File: src/rtl/vr16_pkg.sv
// Shared types and encodings for the VR16 frontend control path.
package vr16_pkg;

  typedef enum logic [2:0] {
    ST_FETCH   = 3'b000,
    ST_DECODE  = 3'b001,
    ST_EXECUTE = 3'b010,
    ST_WRITE   = 3'b011,
    ST_JUMP    = 3'b100,
    ST_MEM     = 3'b101,
    ST_FAULT   = 3'b110,
    ST_HALT    = 3'b111
  } state_t;

  localparam logic [3:0] OP_LOAD  = 4'b1000;
  localparam logic [3:0] OP_JUMP  = 4'b1001;
  localparam logic [3:0] OP_STORE = 4'b1010;
  localparam logic [3:0] OP_HALT  = 4'b1111;

  localparam logic [1:0] SEL_REG  = 2'b00;
  localparam logic [1:0] SEL_IMM  = 2'b01;
  localparam logic [1:0] SEL_ADDR = 2'b10;

  typedef enum logic [2:0] {
    OPC_ALU_REG,
    OPC_ALU_IMM,
    OPC_LOAD,
    OPC_STORE,
    OPC_JUMP,
    OPC_HALT
  } op_class_t;

  // ALU-imm group is 0001/0011/0101/0111; every opcode not named elsewhere is ALU-reg.
  function automatic op_class_t classify(input logic [3:0] op);
    case (op)
      4'b0001, 4'b0011, 4'b0101, 4'b0111: return OPC_ALU_IMM;
      OP_LOAD:  return OPC_LOAD;
      OP_STORE: return OPC_STORE;
      OP_JUMP:  return OPC_JUMP;
      OP_HALT:  return OPC_HALT;
      default:  return OPC_ALU_REG;
    endcase
  endfunction

endpackage

File: src/rtl/control_unit_mc_wait_timer.sv
// Acknowledge wait counter; expired flags the LIMIT-th consecutive un-acked cycle.
module wait_timer #(
  parameter int unsigned WIDTH = 4,
  parameter int unsigned LIMIT = 15
) (
  input  logic clk,
  input  logic reset,
  input  logic clear,
  input  logic run,
  output logic expired
);

  localparam int unsigned LAST = (LIMIT > 0) ? LIMIT - 1 : 0;

  logic [WIDTH-1:0] count;

  // A LIMIT of zero disables the timeout entirely.
  assign expired = (LIMIT > 0) && (32'(count) == LAST);

  always_ff @(posedge clk or posedge reset) begin
    if (reset) begin
      count <= '0;
    end else if (clear) begin
      count <= '0;
    end else if (run && !expired) begin
      count <= count + WIDTH'(1);
    end
  end

endmodule

File: src/rtl/control_unit_mc.sv
// VR16 multicycle control unit: fetch/decode/execute sequencer with acked waits,
// load/store sequencing, resumable halt and a sticky fault.
module control_unit_mc
  import vr16_pkg::*;
#(
  parameter int unsigned DATA_W     = 16,
  parameter int unsigned REG_ADDR_W = 2,
  parameter int unsigned PC_W       = 16,
  parameter int unsigned WAIT_LIMIT = 15
) (
  input  logic                  clk,
  input  logic                  reset,
  input  logic                  fetch_valid,
  input  logic                  alu_done,
  input  logic                  mem_ready,
  input  logic                  jump_done,
  input  logic                  resume,
  input  logic [3:0]            opcode,
  input  logic [REG_ADDR_W-1:0] store_at,
  input  logic [REG_ADDR_W-1:0] operand_one,
  input  logic [REG_ADDR_W-1:0] operand_two,
  input  logic [DATA_W-1:0]     immediate_value,
  input  logic [PC_W-1:0]       jump_address,
  output logic                  fetch_req,
  output logic                  enable_alu,
  output logic                  enable_reg_write,
  output logic                  enable_pc_increment,
  output logic                  enable_jump,
  output logic                  mem_req,
  output logic                  mem_write,
  output logic [1:0]            select_operation,
  output logic                  write_src,
  output logic [REG_ADDR_W-1:0] reg_write_address,
  output logic [REG_ADDR_W-1:0] reg_read_address_one,
  output logic [REG_ADDR_W-1:0] reg_read_address_two,
  output logic [DATA_W-1:0]     operand_two_out,
  output logic [PC_W-1:0]       jump_address_out,
  output logic                  halted,
  output logic                  fault,
  output logic [2:0]            state_out
);

  localparam int unsigned TIMER_W = (WAIT_LIMIT > 0) ? $clog2(WAIT_LIMIT + 1) : 1;

  state_t                state, state_next;
  logic [3:0]            opcode_q;
  logic [REG_ADDR_W-1:0] store_at_q, op_one_q, op_two_q;
  logic [DATA_W-1:0]     imm_q;
  logic [PC_W-1:0]       jump_q;
  op_class_t             op_class;
  logic                  timer_run, timer_clear, timer_expired;

  assign op_class  = classify(opcode_q);
  assign state_out = state;

  wait_timer #(
    .WIDTH (TIMER_W),
    .LIMIT (WAIT_LIMIT)
  ) u_wait_timer (
    .clk     (clk),
    .reset   (reset),
    .clear   (timer_clear),
    .run     (timer_run),
    .expired (timer_expired)
  );

  always_ff @(posedge clk or posedge reset) begin
    if (reset) begin
      state <= ST_FETCH;
    end else begin
      state <= state_next;
    end
  end

  // Decoder fields are captured once per instruction; outputs never see live decoder inputs.
  always_ff @(posedge clk or posedge reset) begin
    if (reset) begin
      opcode_q   <= '0;
      store_at_q <= '0;
      op_one_q   <= '0;
      op_two_q   <= '0;
      imm_q      <= '0;
      jump_q     <= '0;
    end else if (state == ST_FETCH && fetch_valid) begin
      opcode_q   <= opcode;
      store_at_q <= store_at;
      op_one_q   <= operand_one;
      op_two_q   <= operand_two;
      imm_q      <= immediate_value;
      jump_q     <= jump_address;
    end
  end

  always_comb begin
    state_next           = state;
    timer_run            = 1'b0;
    fetch_req            = 1'b0;
    enable_alu           = 1'b0;
    enable_reg_write     = 1'b0;
    enable_pc_increment  = 1'b0;
    enable_jump          = 1'b0;
    mem_req              = 1'b0;
    mem_write            = 1'b0;
    select_operation     = SEL_REG;
    write_src            = 1'b0;
    reg_write_address    = '0;
    reg_read_address_one = '0;
    reg_read_address_two = '0;
    operand_two_out      = '0;
    jump_address_out     = '0;
    halted               = 1'b0;
    fault                = 1'b0;

    // Everything stays quiet while reset is held, including the FETCH request.
    if (!reset) begin
      if (state != ST_FETCH) begin
        reg_write_address    = store_at_q;
        reg_read_address_one = op_one_q;
        reg_read_address_two = op_two_q;
        jump_address_out     = jump_q;
      end

      case (state)
        ST_FETCH: begin
          fetch_req = 1'b1;
          if (fetch_valid) state_next = ST_DECODE;
        end
        ST_DECODE: state_next = ST_EXECUTE;
        ST_EXECUTE: begin
          case (op_class)
            OPC_JUMP: state_next = ST_JUMP;
            OPC_HALT: state_next = ST_HALT;
            default: begin
              enable_alu = 1'b1;
              if (op_class == OPC_ALU_REG)      select_operation = SEL_REG;
              else if (op_class == OPC_ALU_IMM) select_operation = SEL_IMM;
              else                              select_operation = SEL_ADDR;
              if (select_operation != SEL_REG) operand_two_out = imm_q;
              if (alu_done) begin
                state_next = (op_class inside {OPC_LOAD, OPC_STORE}) ? ST_MEM : ST_WRITE;
              end else begin
                timer_run = 1'b1;
                if (timer_expired) state_next = ST_FAULT;
              end
            end
          endcase
        end
        ST_MEM: begin
          mem_req   = 1'b1;
          mem_write = (op_class == OPC_STORE);
          if (mem_ready) begin
            if (op_class == OPC_STORE) begin
              enable_pc_increment = 1'b1;
              state_next          = ST_FETCH;
            end else begin
              state_next = ST_WRITE;
            end
          end else begin
            timer_run = 1'b1;
            if (timer_expired) state_next = ST_FAULT;
          end
        end
        ST_WRITE: begin
          enable_reg_write    = 1'b1;
          enable_pc_increment = 1'b1;
          write_src           = (op_class == OPC_LOAD);
          state_next          = ST_FETCH;
        end
        ST_JUMP: begin
          enable_jump = 1'b1;
          if (jump_done) begin
            state_next = ST_FETCH;
          end else begin
            timer_run = 1'b1;
            if (timer_expired) state_next = ST_FAULT;
          end
        end
        ST_HALT: begin
          halted = 1'b1;
          if (resume) begin
            enable_pc_increment = 1'b1;
            state_next          = ST_FETCH;
          end
        end
        ST_FAULT: fault = 1'b1;
        default:  state_next = ST_FETCH;
      endcase
    end

    timer_clear = (state_next != state);
  end

endmodule

File: config.mk
export PLATFORM = sky130hd
export DESIGN_NAME = control_unit_mc
export DESIGN_NICKNAME = d
export VERILOG_FILES = /design/src/rtl/vr16_pkg.sv /design/src/rtl/control_unit_mc_wait_timer.sv /design/src/rtl/control_unit_mc.sv
export SDC_FILE = /design/constraint.sdc
export NUM_CORES = 1
export LEC_CHECK = 0
export BUFFER_PORTS_ARGS = -buffer_cell sky130_fd_sc_hd__buf_4
export CAP_MARGIN = 10
export CORE_MARGIN = 2
export CORE_UTILIZATION = 50
export DETAILED_ROUTE_END_ITERATION = 10
export PLACE_DENSITY_LB_ADDON = 0.3
export SYNTH_ARGS = -nofsm -noshare
export SYNTH_HDL_FRONTEND = slang
export SYNTH_SLANG_ARGS = --single-unit
File: constraint.sdc
create_clock -name clk -period 4.69 [get_ports clk]
set_input_delay 0.469 -clock clk [delete_from_list [all_inputs] [get_ports clk]]
set_output_delay 0.469 -clock clk [all_outputs]
set_load 0.05 [all_outputs]
==> reports/metrics.csv <==
metric,value,unit
grt_pass1_vias,2195,
critPathArrivalTime,2450,ps
fin_setup_tns,0,ps
first_pass_iters,5,
io_buffers,101,
die_y,76.06,µm
synth_fa_ha_area_share,0.9639,%
clock_latency,290,ps
drc,0,
wirelength,6203,µm
cts_buffer_depth,2,
grt_pass1_wl,10640,µm
initial_core_util,51.16,%
worst_slew_pin_slew,689.5,ps
antenna_found_initial,0,
slowest_delay,540,ps
worstPathMaxFanout,16,
ys_ff_latch,49,
die_w,76.06,µm
nNetsFinal,381,
crit_path_top_delay_cell,dfrtp_1,
final_util,68.84,%
timing.final.hold_violations,0,
wire_per_inst,15.51,µm
rows,26,
async_flop_share,100.0,%
syn-num-nets,282,
final_common_cell,buf_4,
dp.cells,393,
powerDensity,627.5,nW/µm²
rsz0062_at_grt,no,
critical_path.startpoint_type,flip-flop,
dpl.hpwl,4654,µm
cts_buffers,5,
postCtsSetupBuffers,0,
cp_top_family,simple AND/OR/NAND/NOR gates,
synth_cell_types,48,
whs,378.5,ps
finalCritPeriodShare,62.24,%
cts_resized,0,
endpoint_kind,output pin,
grt_max_degree,54,
htreeDepth,2,
final_cells,400,
min_path_type,in -> reg,
drive_gt1_share,36.36,%
cp_data_required_time,4220,ps
synth_compound_gate_area_share,9.253,%
yosys_warnings,0,
p_total,0.002192,W
gp_congestion,0.9875,
cpMostUsedCell,or2_1,
ys_seq_area_share,47.23,%
n_antenna_cell,0,
ir_drop,0.3512,mV
syn_area,2596,µm²
maxCapViolCount,0,
synth-main-ff-cell,dfrtp_1,
gr-usage-all-layers,22.62,%
grt_overflow_total,0,
vias,2126,
drtAntennaViolNets,0,
setup_violations,0,
synth_top_family_by_area,multiplexers,
cts_tree,built,
synth_edf_count,0,
core,5075,µm²
synth_mux_area_share,19.37,%
cts_hold_buf,0,
p_leak,1.684,nW
crit_chain,or2_1 -> or2_1 -> a21oi_2 -> and2_1 -> buf_4,
vias_per_cell,5.315,
pin_count,102,
cts_root_buf,clkbuf_8,
layout_common_cells,"buf_4 (104), dfrtp_1 (49), mux2_1 (42)",
drv_slew,0,
cts.sinks,49,
skew,4.908,ps
yosys.area_share.xor_xnor,0.6747,%
crit_type,reg -> out,
finalCriticalPeriod,2919,ps
syn-instance-count,231,
area_delta_synth_final,34.55,%
status,completed,
syn_area_per_cell,11.24,µm²
worst-path-buf-inv,1,
max_freq,342.6,MHz
synthSimpleGateAreaFrac,19.28,%
die_area,5785,µm²
drt_iter0_markers,77,
cts.clk_slew.worst_paths,90,ps
relSlewSlack,54.03,%
[Yosys cell counts (all sizes together), types with 2 or more instances]
cell / n / area share, %
nand3: 2 / 0.39
o21ai: 6 / 1.2
ha: 2 / 0.96
and2: 39 / 9.4
buf: 8 / 1.8
xnor2: 2 / 0.67
nor3: 7 / 1.3
dfrtp: 49 / 47
a21oi: 5 / 1.1
a21o: 2 / 0.58
a31oi: 2 / 0.48
nand2b: 3 / 0.72
mux2i: 3 / 1.2
inv: 6 / 0.87
nand2: 6 / 0.87
clkbuf: 4 / 0.58
mux2: 42 / 18
o211ai: 3 / 1.1
nor2: 10 / 1.4
and3: 4 / 0.96
or2: 3 / 0.72
or3b: 2 / 0.77
a211oi: 3 / 1.1
or4b: 2 / 0.77
[cell type report]
class | instances | area (µm²)
clock buffer | 6 | 82.58
inverter | 6 | 22.52
multi-input combinational | 164 | 1286
fill | 425 | 1582
sequential | 49 | 1226
clock inverter | 1 | 7.507
timing repair buffer | 104 | 780.7
tap | 70 | 87.58
[power by group]
group,internal [W],switching [W]
sequential,0.000622,0.000155
clock,0.000117,0.000135
combinational,0.000440,0.000723
total,0.00118,0.00101
[through the flow]
step / setup WS, ps / cell area, µm²
2_1_floorplan: 683.7 / 2596
3_3_place_gp: 2154 / 3403
3_5_place_dp: 2091 / 3403
4_1_cts: 1787 / 3493
5_1_grt: 1586 / 3493
6_report: 1771 / 3493
[routing by layer]
metal | vias up | track usage (%) | wire length, µm
li1 | 1002 | - | -
met1 | 1028 | 27.80 | 2581
met2 | 85 | 38.93 | 3048
met3 | 11 | 7.227 | 476
met4 | 0 | 5.455 | 96
met5 | - | 0 | 0
[worst paths after layout]
check / from / end / slack (ps) / cells after the start
worst max-delay path: state_out[0] / operand_two_out[9] / 1770 / 5
worst min-delay path: immediate_value[10] / imm_q[10] / 380 / 2
worst max register to register: state_out[0] / jump_q[12] / 2220 / 3
worst min register to register: jump_q[0] / jump_q[0] / 490 / 1
max in group asynchronous: reset / u_wait_timer.count[2] / 3840 / 3
min in group asynchronous: reset / state_out[0] / 400 / 3
[logic make-up after synthesis]
group                    Yosys count
AO/OA/AOI/OAI                     31
XOR/XNOR                           2
adder cells (fa/ha/maj)            2
buffers and inverters             18
flip-flops                        49
multiplexers                      45
AND/OR/NAND/NOR                   84
[flip-flops by register name, summed over array words and instances (netlist names)]
name / count
opcode_q: 4
op_one_q: 2
store_at_q: 2
u_wait_timer.count: 4
state_out: 3
imm_q: 16
jump_q: 16
op_two_q: 2
[worst reg2reg max path, delay by kind of cell, from the launching register on]
family | cells | cell delay, ps
AND/OR/NAND/NOR | 1 | 1080
flip-flops | 1 | 540
multiplexers | 1 | 360
buffers and inverters | 1 | 370
(Power assumes the default switching activity.)
